<file path="src/rtl/rgb_pwm_sequencer.sv">
// rgb_pwm_sequencer: multi-channel LED PWM engine with off/static/chase/breathe modes
module rgb_pwm_sequencer #(
  parameter int NUM_CH = 3,
  parameter int PWM_BITS = 8,
  parameter int PRESCALE = 188,
  parameter int STEP_PERIODS = 16,
  localparam int CW = NUM_CH > 1 ? $clog2(NUM_CH) : 1
) (
  input  logic                       clk,
  input  logic                       rst,
  input  logic [1:0]                 mode_i,
  input  logic [NUM_CH*PWM_BITS-1:0] duty_i,
  output logic [NUM_CH-1:0]          pwm_o,
  output logic                       period_end_o,
  output logic                       step_o,
  output logic [CW-1:0]              chan_o
);
  localparam logic [1:0] M_OFF = 2'd0, M_STATIC = 2'd1, M_CHASE = 2'd2, M_BREATHE = 2'd3;
  localparam int PW = PRESCALE > 1 ? $clog2(PRESCALE) : 1;
  localparam int SW = STEP_PERIODS > 1 ? $clog2(STEP_PERIODS) : 1;
  localparam logic [PWM_BITS-1:0] MAX = '1;
  logic [1:0] mode_q, mode_d;
  logic [PW-1:0] pre_q, pre_d;
  logic [PWM_BITS-1:0] cnt_q, cnt_d, ramp_q, ramp_d;
  logic [SW-1:0] step_cnt_q, step_cnt_d;
  logic down_q, down_d;
  logic [CW-1:0] chan_q, chan_d;
  logic [NUM_CH*PWM_BITS-1:0] shadow_q, shadow_d;
  logic [NUM_CH-1:0] pwm_q, pwm_d;
  logic period_end_q, period_end_d, step_q, step_d;
  logic restart, tick, wrap, seq, step, br, flip;
  logic [PWM_BITS-1:0] sh [NUM_CH];
  logic [PWM_BITS-1:0] level [NUM_CH];
  logic [2*PWM_BITS-1:0] prod [NUM_CH];
  always_comb begin
    restart = mode_i != mode_q;
    tick = mode_q != M_OFF && pre_q == PW'(PRESCALE - 1);
    wrap = tick && cnt_q == MAX;
    seq = mode_q == M_CHASE || mode_q == M_BREATHE;
    step = wrap && seq && step_cnt_q == SW'(STEP_PERIODS - 1);
    br = step && mode_q == M_BREATHE;
    flip = down_q ? ramp_q == '0 : ramp_q == MAX;
    mode_d = mode_i;
    pre_d = restart || tick || mode_q == M_OFF ? '0 : pre_q + 1'b1;
    cnt_d = restart ? '0 : tick ? cnt_q + 1'b1 : cnt_q;
    step_cnt_d = restart || step ? '0 : wrap && seq ? step_cnt_q + 1'b1 : step_cnt_q;
    chan_d = restart ? '0 : step && mode_q == M_CHASE ? (chan_q == CW'(NUM_CH - 1) ? '0 : chan_q + 1'b1) : chan_q;
    down_d = restart ? 1'b0 : br ? down_q ^ flip : down_q;
    ramp_d = restart ? '0 : br ? (down_q ^ flip ? ramp_q - 1'b1 : ramp_q + 1'b1) : ramp_q;
    shadow_d = restart || wrap ? duty_i : shadow_q;
    for (int i = 0; i < NUM_CH; i++) begin
      sh[i] = shadow_q[i*PWM_BITS +: PWM_BITS];
      prod[i] = {{PWM_BITS{1'b0}}, sh[i]} * {{PWM_BITS{1'b0}}, ramp_q};
      level[i] = mode_q == M_STATIC ? sh[i] :
                 mode_q == M_CHASE ? (chan_q == CW'(i) ? sh[i] : '0) :
                 mode_q == M_BREATHE ? prod[i][2*PWM_BITS-1:PWM_BITS] : '0;
      pwm_d[i] = !restart && cnt_q < level[i];
    end
    period_end_d = wrap && !restart;
    step_d = step && !restart;
  end
  always_ff @(posedge clk) begin
    if (rst) begin
      mode_q <= M_OFF;
      pre_q <= '0;
      cnt_q <= '0;
      step_cnt_q <= '0;
      ramp_q <= '0;
      down_q <= 1'b0;
      chan_q <= '0;
      shadow_q <= '0;
      pwm_q <= '0;
      period_end_q <= 1'b0;
      step_q <= 1'b0;
    end else begin
      mode_q <= mode_d;
      pre_q <= pre_d;
      cnt_q <= cnt_d;
      step_cnt_q <= step_cnt_d;
      ramp_q <= ramp_d;
      down_q <= down_d;
      chan_q <= chan_d;
      shadow_q <= shadow_d;
      pwm_q <= pwm_d;
      period_end_q <= period_end_d;
      step_q <= step_d;
    end
  end
  assign pwm_o = pwm_q;
  assign period_end_o = period_end_q;
  assign step_o = step_q;
  assign chan_o = chan_q;
endmodule

</file>
<file path="config.mk">
export PLATFORM = sky130hd
export DESIGN_NAME = rgb_pwm_sequencer
export DESIGN_NICKNAME = d
export VERILOG_FILES = /design/src/rtl/rgb_pwm_sequencer.sv
export SDC_FILE = /design/constraint.sdc
export NUM_CORES = 1
export LEC_CHECK = 0
export CORE_ASPECT_RATIO = 0.6
export CORE_MARGIN = 2
export CORE_UTILIZATION = 65
export DETAILED_ROUTE_END_ITERATION = 10
export GPL_TIMING_DRIVEN = 0
export PLACE_DENSITY = 0.9
export SETUP_SLACK_MARGIN = 0.05
export SLEW_MARGIN = 20
export SYNTH_ARGS = -nofsm -noshare
export SYNTH_HDL_FRONTEND = slang
export SYNTH_SLANG_ARGS = --single-unit
</file>
<file path="constraint.sdc">
create_clock -name clk -period 14.1 [get_ports clk]
set_clock_uncertainty 0.15 [all_clocks]
set_input_delay 1.41 -clock clk [delete_from_list [all_inputs] [get_ports clk]]
set_output_delay 1.41 -clock clk [all_outputs]
set_load 0.02 [all_outputs]
</file>
======== Word-level counts from Yosys, hierarchy flattened ========
Cells that the tools add are included.
storage, ports and cells
  bits in registers ....................... 62
  input bits .............................. 28
  logic and storage cells ................. 73
operators by class
  add/subtract/negate cells ............... 6
  multipliers ............................. 3
  magnitude comparators ................... 3
  eq/ne operators ......................... 10
  muxes and demuxes ....................... 15
  bitwise gates (word level) .............. 1
  reductions and logical operators ........ 24
operators by type and width
  cell                                                                 count
  8-bit 2-to-1 mux                                                     13
  8-bit by 8-bit multiplier with 16-bit output                         3
  8-bit by 1-bit adder with 8-bit output (second input constant)       3
  8-bit == test (second input constant)                                3
  8-bit less-than comparator                                           3
  1-bit logical AND                                                    11
  8-bit logical NOT                                                    1
  8-bit by 1-bit subtractor with 8-bit output (second input constant)  1
  2-bit == test (second input constant)                                3
  2-bit OR reduction                                                   3
  1-bit logical OR                                                     5
  4-bit by 1-bit adder with 4-bit output (second input constant)       1
  2-bit by 1-bit == test with 1-bit output (second input constant)     2
  4-bit == test (second input constant)                                1
  2-bit logical NOT                                                    2
  2-bit by 1-bit adder with 2-bit output (second input constant)       1
  2-bit 2-to-1 mux                                                     1
  2-bit != test                                                        1
  2-bit nonzero test                                                   1
  1-bit logical NOT                                                    1
  1-bit 2-to-1 mux                                                     1
  1-bit bitwise XOR                                                    1

======== Longest topological paths before layout ========
  depth in word-level cells ............... 7
  depth in mapped cells ................... 24

======== Worst setup path before layout ========
No wires, ideal clock.
  kind .................................... register to register
  start point ............................. reg ramp_q[7]
  end point ............................... reg pwm_q[2] (netlist: pwm_o[2])
  setup time .............................. 0.069 ns
  data arrival time ....................... 5.309 ns
  required time ........................... 13.881 ns
  slack ................................... 8.572 ns
  stages on the path, launching flop included .. 22
  clock period less this slack ............ 5.528 ns
  path through ............................ dfxtp_1 clkbuf_1 clkbuf_1 nand2_1 fa_1 inv_1 fa_1 fa_1 inv_1 fa_1 inv_1 ha_1 nand3_1 or4_4 a21bo_1 and4_1 a211oi_1 ha_1 a21o_1 a21oi_1 nand3_1 o21ai_1
between the ends
  longest elaborated chain between the ends .. 6
RTL lines
  what                                          line  source
  start: declaration                            24    logic [PWM_BITS-1:0] cnt_q, cnt_d, ramp_q, ramp_d;
  start signal: assignment                      80    ramp_q <= ramp_d;
  8-bit by 8-bit multiplier with 16-bit output  53    prod[i] = {{PWM_BITS{1'b0}}, sh[i]} * {{PWM_BITS{1'b0}}, ramp_q};
  8-bit 2-to-1 mux                              56    mode_q == M_BREATHE ? prod[i][2*PWM_BITS-1:PWM_BITS] : '0;
  8-bit 2-to-1 mux                              55    mode_q == M_CHASE ? (chan_q == CW'(i) ? sh[i] : '0) :
  8-bit 2-to-1 mux                              54    level[i] = mode_q == M_STATIC ? sh[i] :
  8-bit less-than comparator                    57    pwm_d[i] = !restart && cnt_q < level[i];
  1-bit logical AND                             57
  end signal: assignment                        84    pwm_q <= pwm_d;
  end: declaration                              29    logic [NUM_CH-1:0] pwm_q, pwm_d;
No other way between the ends.
A chain may end at the register's enable or synchronous reset.

======== Worst setup path in the final report ========
Ends and elaborated chain as after synthesis.

==> results.json <==
{
  "ctsRootBufferMaster": "clkbuf_16",
  "insertion_delay_ps": 350,
  "core_area_um2": 13710,
  "area_growth_pct": 10.01,
  "leakagePower_uw": 0.005057,
  "numPortBuffers": 33,
  "power_density_nw_per_um2": 49.26,
  "crit_path_start_kind": "flop",
  "synth_top_family_by_area": "adder cells",
  "drive_gt1_share_pct": 2.836,
  "ir_worst_vdd_mv": 0.05208,
  "endpoint_kind": "flop",
  "relSlewSlack_pct": 37.15,
  "hold_viol": 0,
  "reg2reg_from": "ramp_q[7]",
  "synth_compound_gate_area_share_pct": 9.567,
  "cts_setup_buffers": 0,
  "fin_cells": 1288,
  "synthMuxAreaShare_pct": 3.189,
  "via_per_inst": 5.915,
  "grt_pass1_vias": 7740,
  "setup_slack_ps": 7329,
  "track_usage_pct": 34.54,
  "hold_path_end": "step_cnt_q[1]",
  "clk_pin_slew_worst_paths_ps": 60,
  "slew_violations": 0,
  "synth_area_per_cell_um2": 8.756,
  "die_h_um": 95.86,
  "r2r_slack_ps": 7330,
  "synth_commonest_cells": "and2_1, inv_1, ha_1",
  "ff_latch_area_um2": 1241,
  "synth_fa_ha_area_share_pct": 40.87,
  "worstReg2RegEnd": "pwm_o[2]",
  "nFillCells": 1041,
  "finalCritPeriodShare_pct": 48.02,
  "rr_worst_depth": 21,
  "finalCriticalPeriod_ps": 6771,
  "grt_max_degree": 14,
  "fmax_mhz": 147.7,
  "place.gp.congestion": 0.9320,
  "status": "completed",
  "use_met2_pct": 52.89,
  "multi_input_area_um2": 7199,
  "drt_first_pass_iters": 5,
  "final_antenna_net_count": 0,
  "dieArea_um2": 15060,
  "htreeDepth": 3,
  "hold_buffers": 0,
  "start_util_pct": 66.68,
  "ys_seq_area_share_pct": 13.58,
  "synth_area_um2": 9141,
  "vias": 7618,
  "synth-simple-area-share_pct": 21.58,
  "maxCapViolCount": 0,
  "totalNegativeSetupSlack_ps": 0,
  "yosysWarningCount": 0,
  "grt_setup_unrepaired": "no",
  "dp_slack_ps": 7518,
  "synth_ff_type": "dfxtp_1",
  "crit_fanout": 10,
  "hold_path.class": "flop to flop",
  "grt_pass1_wl_um": 39630,
  "post-route-util_pct": 73.36,
  "tritoncts": "yes",
  "yosysTopAreaCell": "fa_1",
  "clock_sinks": 62,
  "die_w_um": 157.1,
  "required_ps": 14190,
  "synth-edff-count": 0,
  "hp-start": "step_cnt_q[1]",
  "finalPower_uw": 495.4,
  "critPathKind": "flop to flop",
  "setup_viol": 0,
  "worstPathArrival_ps": 6860,
  "ys_async_sr_fraction_pct": 0,
  "busiest_layer": "met2",
  "synth_top_area_share_pct": 23.21,
  "use_met3_pct": 10.81,
  "synth_seq_cells": 62,
  "numPlacedInstances": 1269,
  "drt-total-wl_um": 23820,
  "grt_overflow_total": 0,
  "yosysMostFrequentCell": "and2_1",
  "synth_cell_type_count": 57,
  "syn-num-nets": 1307,
  "clockBufferDepth": 2,
  "hold_depth": 2,
  "ys_top_cells_by_area": "fa_1, ha_1, dfxtp_1",
  "pin_count": 35,
  "num_rows": 33,
  "remaining_drc_errors": 0,
  "synth-xor-area-share_pct": 3.449,
  "cts-buffers-inserted": 9,
  "dpl.hpwl_um": 18140,
  "tightestPinTransition_ps": 934.7,
  "use_met1_pct": 46.81,
  "wl_per_cell_um": 18.49,
  "layout.nets": 1351,
  "antenna_found_initial": 1,
  "drt-initial-drc-count": 697,
  "netlist_instances": 1044,
  "post_cts_resized": 0
}
-- how the worst max path moves through the flow --
stage,startpoint,to,slack (ps),cells after the start
after global placement,ramp_q[4],pwm_o[1],7670,20
after CTS,ramp_q[7],pwm_o[2],7470,21
final,ramp_q[7],pwm_o[2],7330,21
after floorplan,ramp_q[7],pwm_o[2],8570,21
after global routing,ramp_q[7],pwm_o[2],7040,21
after detailed placement,ramp_q[7],pwm_o[2],7520,21
-- critical path: stages, from the launching register on --
cell and delay (ps):
dfxtp_1 300, clkbuf_1 440, clkbuf_1 600, nand2_1 180, fa_1 550, fa_1 550
inv_1 50, fa_1 530, inv_1 60, fa_1 540, inv_1 40, ha_1 260
o21ai_1 130, or4_4 520, a21bo_1 260, and4_1 230, a211oi_1 230, ha_1 300
a21o_1 180, a21oi_1 200, nand3_1 100, o21ai_1 280
-- flip-flops by register name (all words and copies together) (netlist names) --
signal and count:
chan_o 2, cnt_q 8, down_q 1, mode_q 2, period_end_o 1, pre_q 8
pwm_o 3, ramp_q 8, shadow_q 24, step_cnt_q 4, step_o 1
-- routing by layer --
| metal | part of all wire [%] | up-vias |
|---|---|---|
| met4 | 2.8 | 0 |
| met3 | 12 | 69 |
| met5 | 0 | - |
| met2 | 42 | 409 |
| li1 | - | 3525 |
| met1 | 43 | 3615 |
-- final cells by class --
type / count / share of cell area (%)
clock buffers: 9 / 2.240
plain buffers: 41 / 1.605
repair buffers: 33 / 3.285
multi-input cells: 795 / 71.59
diodes: 3 / 0.07465
flip-flops and latches: 62 / 12.34
well taps: 192 / 2.389
clock inverters: 7 / 1.020
inverters: 146 / 5.450
-- cell usage in the layout (no fill, tap or decap), drive strengths merged, types with 4 or more instances in the layout --
cell type      netlist  routed
a211o                4       4
and2               156     156
o21ai               17      17
and3                 9       9
clkdlybuf4s50        0      33
buf                  7       7
nand3               19      19
o31ai                5       5
nand2               60      60
dfxtp               62      62
xnor2               22      22
mux2i               28      28
clkbuf              34      43
a31oi                5       5
nor2                69      69
a221oi               4       4
a21oi               36      36
fa                 106     106
a32oi                4       4
a22oi               10      10
o21a                 9       9
o211ai               4       4
ha                 129     129
nand4                8       8
nand3b               7       7
nand2b               5       5
a21o                 8       8
or3                  7       7
xor2                14      14
nor4                 8       8
nor3                 6       6
inv                146     150
a211oi               5       5
-- cells by family (layout without fill, tap and decap cells) --
group	Yosys count	after routing
AOI/OAI and AO/OA	129	129
and+or+nand+nor	366	366
buffers and inverters	187	236
other	0	3
adders and majority gates	235	235
muxes	29	29
xor gates and xnor gates	36	36
DFF	62	62
-- metrics by stage --
stage | cell area, µm² | hold WS, ps
3_3_place_gp | 9712 | 289.3
2_1_floorplan | 9141 | 278.1
6_report | 10060 | 329.8
3_5_place_dp | 9717 | 314.6
5_1_grt | 10050 | 363.9
4_1_cts | 10040 | 328.1
-- power breakdown --
| part | internal, µW | switching (µW) | total [µW] | leakage [µW] |
|---|---|---|---|---|
| clock | 158 | 96.3 | 254 | 0.000163 |
| combinational | 20.0 | 28.7 | 48.7 | 0.00439 |
| sequential | 181 | 11.2 | 193 | 0.000506 |
| total | 359 | 136 | 495 | 0.00506 |
(Power assumes the default switching activity.)
